`src/rtl/axi_lite_master.sv`:
```
// Single-outstanding AXI4-Lite initiator: turns one valid/ready command into an AXI-Lite
// write or read and returns exactly one response, with a timeout guarding against hung slaves.
module axi_lite_master #(
    parameter int ADDR_WIDTH     = 32,
    parameter int DATA_WIDTH     = 32,
    parameter int STROBE_WIDTH   = DATA_WIDTH / 8,
    parameter int TIMEOUT_CYCLES = 1024
) (
    input  logic                    clk,
    input  logic                    rst,

    input  logic                    i_cmd_valid,
    output logic                    o_cmd_ready,
    input  logic                    i_cmd_write,
    input  logic [ADDR_WIDTH-1:0]   i_cmd_addr,
    input  logic [DATA_WIDTH-1:0]   i_cmd_wdata,
    input  logic [STROBE_WIDTH-1:0] i_cmd_wstrb,

    output logic                    o_rsp_valid,
    input  logic                    i_rsp_ready,
    output logic [DATA_WIDTH-1:0]   o_rsp_rdata,
    output logic [1:0]              o_rsp_resp,
    output logic                    o_rsp_timeout,

    output logic                    o_awvalid,
    input  logic                    i_awready,
    output logic [ADDR_WIDTH-1:0]   o_awaddr,

    output logic                    o_wvalid,
    input  logic                    i_wready,
    output logic [DATA_WIDTH-1:0]   o_wdata,
    output logic [STROBE_WIDTH-1:0] o_wstrb,

    input  logic                    i_bvalid,
    output logic                    o_bready,
    input  logic [1:0]              i_bresp,

    output logic                    o_arvalid,
    input  logic                    i_arready,
    output logic [ADDR_WIDTH-1:0]   o_araddr,

    input  logic                    i_rvalid,
    output logic                    o_rready,
    input  logic [1:0]              i_rresp,
    input  logic [DATA_WIDTH-1:0]   i_rdata
);

    localparam int CNT_W = (TIMEOUT_CYCLES > 0) ? $clog2(TIMEOUT_CYCLES + 1) : 1;
    localparam logic [CNT_W-1:0] TMO_LAST = CNT_W'((TIMEOUT_CYCLES > 0) ? TIMEOUT_CYCLES - 1 : 0);
    localparam logic [1:0] RESP_SLVERR = 2'b10;

    typedef enum logic [2:0] {
        IDLE,
        WR_ADDR_DATA,
        WR_RESP,
        RD_ADDR,
        RD_DATA,
        RESP
    } state_t;

    state_t           state;
    logic [CNT_W-1:0] tmo_cnt;
    logic             tmo_hit;
    logic             tmo_abort;
    logic             aw_done;
    logic             w_done;

    // The counter reaches TIMEOUT_CYCLES on the edge where tmo_cnt == TIMEOUT_CYCLES-1.
    assign tmo_hit = (TIMEOUT_CYCLES != 0) && (tmo_cnt == TMO_LAST);

    // A B/R handshake in the same cycle as the timeout takes priority over the abort.
    assign tmo_abort = tmo_hit &&
                       ((state == WR_ADDR_DATA) ||
                        (state == RD_ADDR) ||
                        ((state == WR_RESP) && !i_bvalid) ||
                        ((state == RD_DATA) && !i_rvalid));

    assign aw_done     = !o_awvalid || i_awready;
    assign w_done      = !o_wvalid  || i_wready;
    assign o_cmd_ready = (state == IDLE) && !rst;

    always_ff @(posedge clk) begin
        if (rst) begin
            state         <= IDLE;
            tmo_cnt       <= '0;
            o_awvalid     <= 1'b0;
            o_wvalid      <= 1'b0;
            o_bready      <= 1'b0;
            o_arvalid     <= 1'b0;
            o_rready      <= 1'b0;
            o_awaddr      <= '0;
            o_wdata       <= '0;
            o_wstrb       <= '0;
            o_araddr      <= '0;
            o_rsp_valid   <= 1'b0;
            o_rsp_rdata   <= '0;
            o_rsp_resp    <= 2'b00;
            o_rsp_timeout <= 1'b0;
        end else if (tmo_abort) begin
            state         <= RESP;
            o_awvalid     <= 1'b0;
            o_wvalid      <= 1'b0;
            o_bready      <= 1'b0;
            o_arvalid     <= 1'b0;
            o_rready      <= 1'b0;
            o_rsp_valid   <= 1'b1;
            o_rsp_rdata   <= '0;
            o_rsp_resp    <= RESP_SLVERR;
            o_rsp_timeout <= 1'b1;
        end else begin
            if ((state != IDLE) && (state != RESP)) begin
                tmo_cnt <= tmo_cnt + 1'b1;
            end

            case (state)
                IDLE: begin
                    if (i_cmd_valid) begin
                        tmo_cnt <= '0;
                        if (i_cmd_write) begin
                            o_awaddr  <= i_cmd_addr;
                            o_wdata   <= i_cmd_wdata;
                            o_wstrb   <= i_cmd_wstrb;
                            o_awvalid <= 1'b1;
                            o_wvalid  <= 1'b1;
                            state     <= WR_ADDR_DATA;
                        end else begin
                            o_araddr  <= i_cmd_addr;
                            o_arvalid <= 1'b1;
                            state     <= RD_ADDR;
                        end
                    end
                end

                // AW and W complete independently; either may finish first.
                WR_ADDR_DATA: begin
                    if (i_awready) begin
                        o_awvalid <= 1'b0;
                    end
                    if (i_wready) begin
                        o_wvalid <= 1'b0;
                    end
                    if (aw_done && w_done) begin
                        o_bready <= 1'b1;
                        state    <= WR_RESP;
                    end
                end

                WR_RESP: begin
                    if (i_bvalid) begin
                        o_bready      <= 1'b0;
                        o_rsp_valid   <= 1'b1;
                        o_rsp_rdata   <= '0;
                        o_rsp_resp    <= i_bresp;
                        o_rsp_timeout <= 1'b0;
                        state         <= RESP;
                    end
                end

                RD_ADDR: begin
                    if (i_arready) begin
                        o_arvalid <= 1'b0;
                        o_rready  <= 1'b1;
                        state     <= RD_DATA;
                    end
                end

                RD_DATA: begin
                    if (i_rvalid) begin
                        o_rready      <= 1'b0;
                        o_rsp_valid   <= 1'b1;
                        o_rsp_rdata   <= i_rdata;
                        o_rsp_resp    <= i_rresp;
                        o_rsp_timeout <= 1'b0;
                        state         <= RESP;
                    end
                end

                RESP: begin
                    if (i_rsp_ready) begin
                        o_rsp_valid <= 1'b0;
                        state       <= IDLE;
                    end
                end

                default: begin
                    state <= IDLE;
                end
            endcase
        end
    end

endmodule

```
`config.mk`:
```
export PLATFORM = sky130hd
export DESIGN_NAME = axi_lite_master
export DESIGN_NICKNAME = d
export VERILOG_FILES = /design/src/rtl/axi_lite_master.sv
export SDC_FILE = /design/constraint.sdc
export NUM_CORES = 1
export LEC_CHECK = 0
export ABC_AREA = 1
export BUFFER_PORTS_ARGS = -buffer_cell sky130_fd_sc_hd__buf_2
export CORE_MARGIN = 5
export CORE_UTILIZATION = 50
export CTS_CLUSTER_SIZE = 20
export DETAILED_ROUTE_END_ITERATION = 10
export PLACE_DENSITY = 0.93
export SLEW_MARGIN = 20
export SYNTH_ARGS = -nofsm -noshare
export SYNTH_HDL_FRONTEND = slang
export SYNTH_SLANG_ARGS = --single-unit
```
`constraint.sdc`:
```
create_clock -name clk -period 2.71 [get_ports clk]
set_clock_uncertainty 0.05 [all_clocks]
set_input_delay 0 -clock clk [delete_from_list [all_inputs] [get_ports clk]]
set_output_delay 0 -clock clk [all_outputs]
set_load 0.01 [all_outputs]
```
== After elaboration in Yosys (flattened, before gate mapping) ==
Cells that the tools add are included.
Cells by class
  $add $sub $neg: 1
  eq/ne operators: 23
  muxes and demuxes: 42
  bitwise logic cells: 2
  reductions and logical operators: 38
Operators by type and width (number)
  32-bit 2-to-1 mux: 2
  32-bit case mux with 2 select lines: 1
  11-bit 2-to-1 mux: 3
  4-bit AND reduction: 6
  3-bit 2-to-1 mux: 7
  2-bit != test, second input constant: 9
  3-bit != test, second input constant: 6
  3-bit case mux with 6 select lines: 1
  1-bit 2-to-1 mux: 16
  1-bit case mux with 2 select lines: 6
  3-bit AND reduction: 4
  6-bit AND reduction: 2
  11-bit by 1-bit adder with 11-bit output, second input constant: 1
  11-bit by 10-bit == test with 1-bit output, second input constant: 1
  2-bit nonzero test: 5
  2-bit 2-to-1 mux: 4
  3-bit by 2-bit == test with 1-bit output, second input constant: 2
  3-bit == test, second input constant: 2
  1-bit logical AND: 6
  3-bit nonzero test: 2
  1-bit zero test: 5
  1-bit logical OR: 5
  2-bit case mux with 2 select lines: 1
  4-bit nonzero test: 1
  7 further kinds: 8
Word-level totals
  bits in registers: 155
  bits of input ports: 114
  output and inout bits: 142
  word-level logic and storage cells: 123

== Depth between registers and ports, before layout ==
  depth after elaboration: 7
  mapped depth: 11
  depth with buffers taken out: 11

== Least setup slack after synthesis ==
Ideal clock, no wire load.
  kind: register to register
  start point: reg tmo_cnt[0]
  end point: reg o_rsp_rdata[16]
  library setup time: 0.117 ns
  arrival: 1.390 ns
  data required time: 2.543 ns
  slack: 1.153 ns
  cell stages (with the launch flop): 11
  path buffers: 2
  period minus slack after synthesis: 1.557 ns
  cells stage by stage: dfxtp_1 > ha_1 > inv_1 > nor2_1 > nand2_1 > nor2_1 > nand2_2 > nand2_1 > buf_2 > buf_4 > nor2_1
On the way
  longest elaborated chain between the ends: 3
Ends and longest elaborated chain
  start: declaration: RTL line 62  | logic [CNT_W-1:0] tmo_cnt;
  start signal: assignment: RTL line 112  | tmo_cnt <= tmo_cnt + 1'b1;
  11-bit by 10-bit == test with 1-bit output: RTL line 69  | assign tmo_hit = (TIMEOUT_CYCLES != 0) && (tmo_cnt == TMO_LAST);
  1-bit logical AND: RTL line 72  | assign tmo_abort = tmo_hit &&
  2-bit OR reduction (no source line)
  end signal: assignment: RTL line 171  | o_rsp_rdata <= i_rdata;
  end: declaration: RTL line 21  | output logic [DATA_WIDTH-1:0] o_rsp_rdata,
Every way passes these cells.
A chain may end at the register's enable or synchronous reset.

== Final worst setup path ==
  start point: reg state[1]
  end point: reg o_wdata[8]
On the way
  longest elaborated chain between the ends: 7
  elaborated cells between the ends (all ways): 13
  those cells by class: eq/ne: 4; bitwise: 1; reduce/logical: 8
Ends and longest elaborated chain
  start: declaration: RTL line 61  | state_t state;
  start signal: assignment: RTL line 84  | state <= IDLE;
  start signal: assignment: RTL line 100  | state <= RESP;
  start signal: assignment: RTL line 125  | state <= WR_ADDR_DATA;
  3-bit by 1-bit == test with 1-bit output (tied with other cells): RTL line 73  | ((state == WR_ADDR_DATA) ||
  1-bit logical OR / 1-bit logical AND (equally long branches): RTL line 73, 75
  1-bit logical OR: RTL line 74  | (state == RD_ADDR) ||
  1-bit logical OR: RTL line 75  | ((state == WR_RESP) && !i_bvalid) ||
  1-bit logical AND: RTL line 72
  1-bit NOT (no source line)
  4-bit AND reduction (no source line) (*)
  end signal: assignment: RTL line 121  | o_wdata <= i_cmd_wdata;
  end: declaration: RTL line 31  | output logic [DATA_WIDTH-1:0] o_wdata,
Every way passes the cells marked *; elsewhere a longest branch is shown, timed or not.

==> results.py <==
metrics = {
    "status": {
        "status": "finished clean",
    },
    "logic_synthesis": {
        "yosysUniqueCellTypes": 32,
        "synthesis.nets": 862,
        "synth_cells": 747,
        "synth_commonest_cells": "225 x nand2_1, 155 x dfxtp_1, 113 x a21oi_1",
        "yosys.area.top_type_share": 0.532,
        "synth_warnings": 0,
        "ys_ff_latch": 155,
        "ys_seq_area_frac": 0.532,
        "synth_edf_count": 0,
        "yosysTopAreaCell": "dfxtp_1",
        "synth_flop_cell": "dfxtp_1",
        "synth_area_um2": 5830,
        "async_reset_ff_frac": 0,
        "avgSynthCellArea_um2": 7.81,
        "synth.most_common_cell": "nand2_1",
        "synthTopCellsByArea": "dfxtp_1 53%, nand2_1 14%, a21oi_1 9.7%",
    },
    "floorplanning": {
        "initial_utilization": 0.511,
        "io_pins": 256,
        "core_um2": 11400,
        "die_h_um": 118,
        "placementRows": 39,
        "die_w_um": 118,
        "dieArea_um2": 13900,
    },
    "global_route": {
        "grt_max_degree": 71,
        "grt_pass1_vias": 7312,
        "grt_overflow": 0,
        "grt_usage": 0.340,
        "grt_pass1_wl_um": 38300,
        "antenna_found_initial": 2,
    },
    "cts": {
        "cts.path.max_buffers": 2,
        "cts.sinks": 155,
        "post_cts_buffers": 0,
        "clkTransAtPathRegs_ps": 60,
        "cts_tree": "yes",
        "clock-root-buffer": "clkbuf_16",
        "cts_buffers": 17,
        "htree_levels": 4,
        "clkLatencyLatePin_ps": 420,
    },
    "detailed_routing": {
        "postRouteAntennaNets": 0,
        "route.detailed.drc": 0,
        "drtPass1Iterations": 7,
        "drtIter0Drc": 907,
        "wl_um": 24600,
        "wl_per_cell_um": 19.2,
        "avgViaCountPerCell": 5.66,
        "vias": 7248,
    },
    "pwr": {
        "vdd_drop_max_v": 0.000687,
        "p_int_uw": 4510,
        "p_switching_uw": 2350,
        "cellLeakagePower_uw": 0.00425,
        "p_seq_frac": 0.400,
        "power.density_nw_per_um2": 756,
        "p_total_uw": 6860,
        "power_frac_comb": 0.289,
        "pwr-share-clk": 0.311,
        "sw_frac_of_total": 0.343,
    },
    "sta": {
        "tightest_slew_ps": 704,
        "fin_tns_setup_ps": 0,
        "period_share": 0.952,
        "setup_viol": 0,
        "slew_headroom": 0.529,
        "holdWs_ps": 36.8,
        "hold_viol_final": 0,
        "max_freq_mhz": 388,
        "fin_crit_ps": 2580,
        "rsz0062_at_grt": "false",
        "final-max-slew-violation-count": 0,
    },
    "cells_and_area": {
        "syn2layout_area_growth_pct": 55.5,
        "utilization": 0.794,
        "drive_gt1_frac": 0.270,
        "nNetsFinal": 1238,
    },
    "place": {
        "portBuffers": 255,
        "globalplace.congestion": 0.891,
        "dpl.hpwl_um": 12500,
    },
    "run": {
        "cap_violations": 0,
    },
    "worst_setup_path": {
        "worstSetupStartpointType": "register",
        "cp.arrival_ps": 2880,
        "cp.required_ps": 3010,
        "worstSetupPathType": "reg2reg",
        "crit_path_end_kind": "register",
        "worst-path-max-fanout": 39,
    },
    "hold_path": {
        "worst_hold_path_type": "in2reg",
    },
}
[cells in the final DEF, fill, tap and decap left out, types with 3 or more instances in the layout]
cell / count
buf_2: 254
nand2_1: 225
dfxtp_1: 155
dlygate4sd3_1: 138
a21oi_1: 113
nor2_1: 56
nand3_1: 44
a22oi_1: 32
inv_1: 29
clkbuf_16: 17
o21ai_0: 11
buf_4: 8
clkinv_2: 7
nand4_1: 5
nor3_1: 4
clkbuf_1: 4
nand2_2: 3
[power groups by stage]
| stage | sequential [uW] | clock [uW] | combinational, uW |
|---|---|---|---|
| floorplan | 2830 | 0 | 1030 |
| CTS | 2710 | 2120 | 1840 |
| global placement | 2750 | 0 | 1620 |
| finish | 2740 | 2130 | 1980 |
| global route | 2770 | 2250 | 2160 |
| detailed placement | 2760 | 0 | 1640 |
[repair_timing]
| action | in CTS | in global routing |
|---|---|---|
| endpoints found under the hold margin | 138 | 0 |
| hold buffers | 138 | 0 |
| gates resized for setup | 0 | 2 |
| endpoints found under the setup margin | 0 | 17 |
[final cells by class]
class	count	area (um2)
tap	143	179
clock buffer	23	468
inverter	33	125
antenna	2	5.00
sequential	155	3100
clock inverter	8	46.3
timing repair buffer	403	2760
fill	626	2350
multi-input combinational	513	2390
[sequential cells by signal, indices dropped and copies added (netlist names)]
| name | flops |
|---|---|
| o_rsp_resp | 2 |
| o_awvalid | 1 |
| o_araddr | 32 |
| o_bready | 1 |
| o_wvalid | 1 |
| o_wstrb | 4 |
| state | 3 |
| o_wdata | 32 |
| o_rsp_rdata | 32 |
| o_rsp_valid | 1 |
| o_rready | 1 |
| o_rsp_timeout | 1 |
| tmo_cnt | 11 |
| o_awaddr | 32 |
| o_arvalid | 1 |
[per-stage QoR]
stage	cell area, um2	cells	setup slack (ps)
floorplan	5830	747	1150
global placement	7150	1108	835
detailed placement	7150	1108	770
CTS	9040	1277	229
global route	9070	1280	13.7
finish	9070	1280	131
[worst max-delay path, stage by stage, from the launching register on]
cell           delay, ps
dfxtp_1              400
nor2_4               200
nand2_2              180
nor2_8               270
nand2_4               90
clkinv_2              70
buf_6                280
nand2_1              120
a21oi_1              190
dlygate4sd3_1        640
[kinds of logic (layout without fill, tap and decap cells)]
family                     Yosys count  in the layout  share of synthesized area
AOI/OAI and AO/OA                  161            161                      0.154
xor gates and xnor gates             2              2                    0.00300
adders and majority gates            1              1                    0.00214
buffers and inverters               80            467                     0.0607
DFF                                155            155                      0.532
muxes                                1              1                    0.00193
other                                0              2                          0
and+or+nand+nor                    347            348                      0.246
[final timing paths]
path,from,endpoint,slack [ps],cells after the start
max,state[1]$_SDFFE_PP0P_,o_wdata[8]$_SDFFE_PP0P_,130,9
min,i_bvalid,o_bready$_SDFFE_PP0P_,40,6
max reg2reg,state[1]$_SDFFE_PP0P_,o_wdata[8]$_SDFFE_PP0P_,130,9
min reg2reg,o_araddr[7]$_SDFFE_PP0P_,o_araddr[7]$_SDFFE_PP0P_,410,2
[per-layer routing]
metal	part of all wire	up-vias	routed length, um	track usage
met4	0.060	0	1470	0.204
met3	0.12	161	2950	0.119
met5	0	-	0	0
li1	-	3210	-	-
met2	0.47	615	11500	0.554
met1	0.35	3262	8660	0.380
Note: power is estimated with default switching activity, not from simulation.
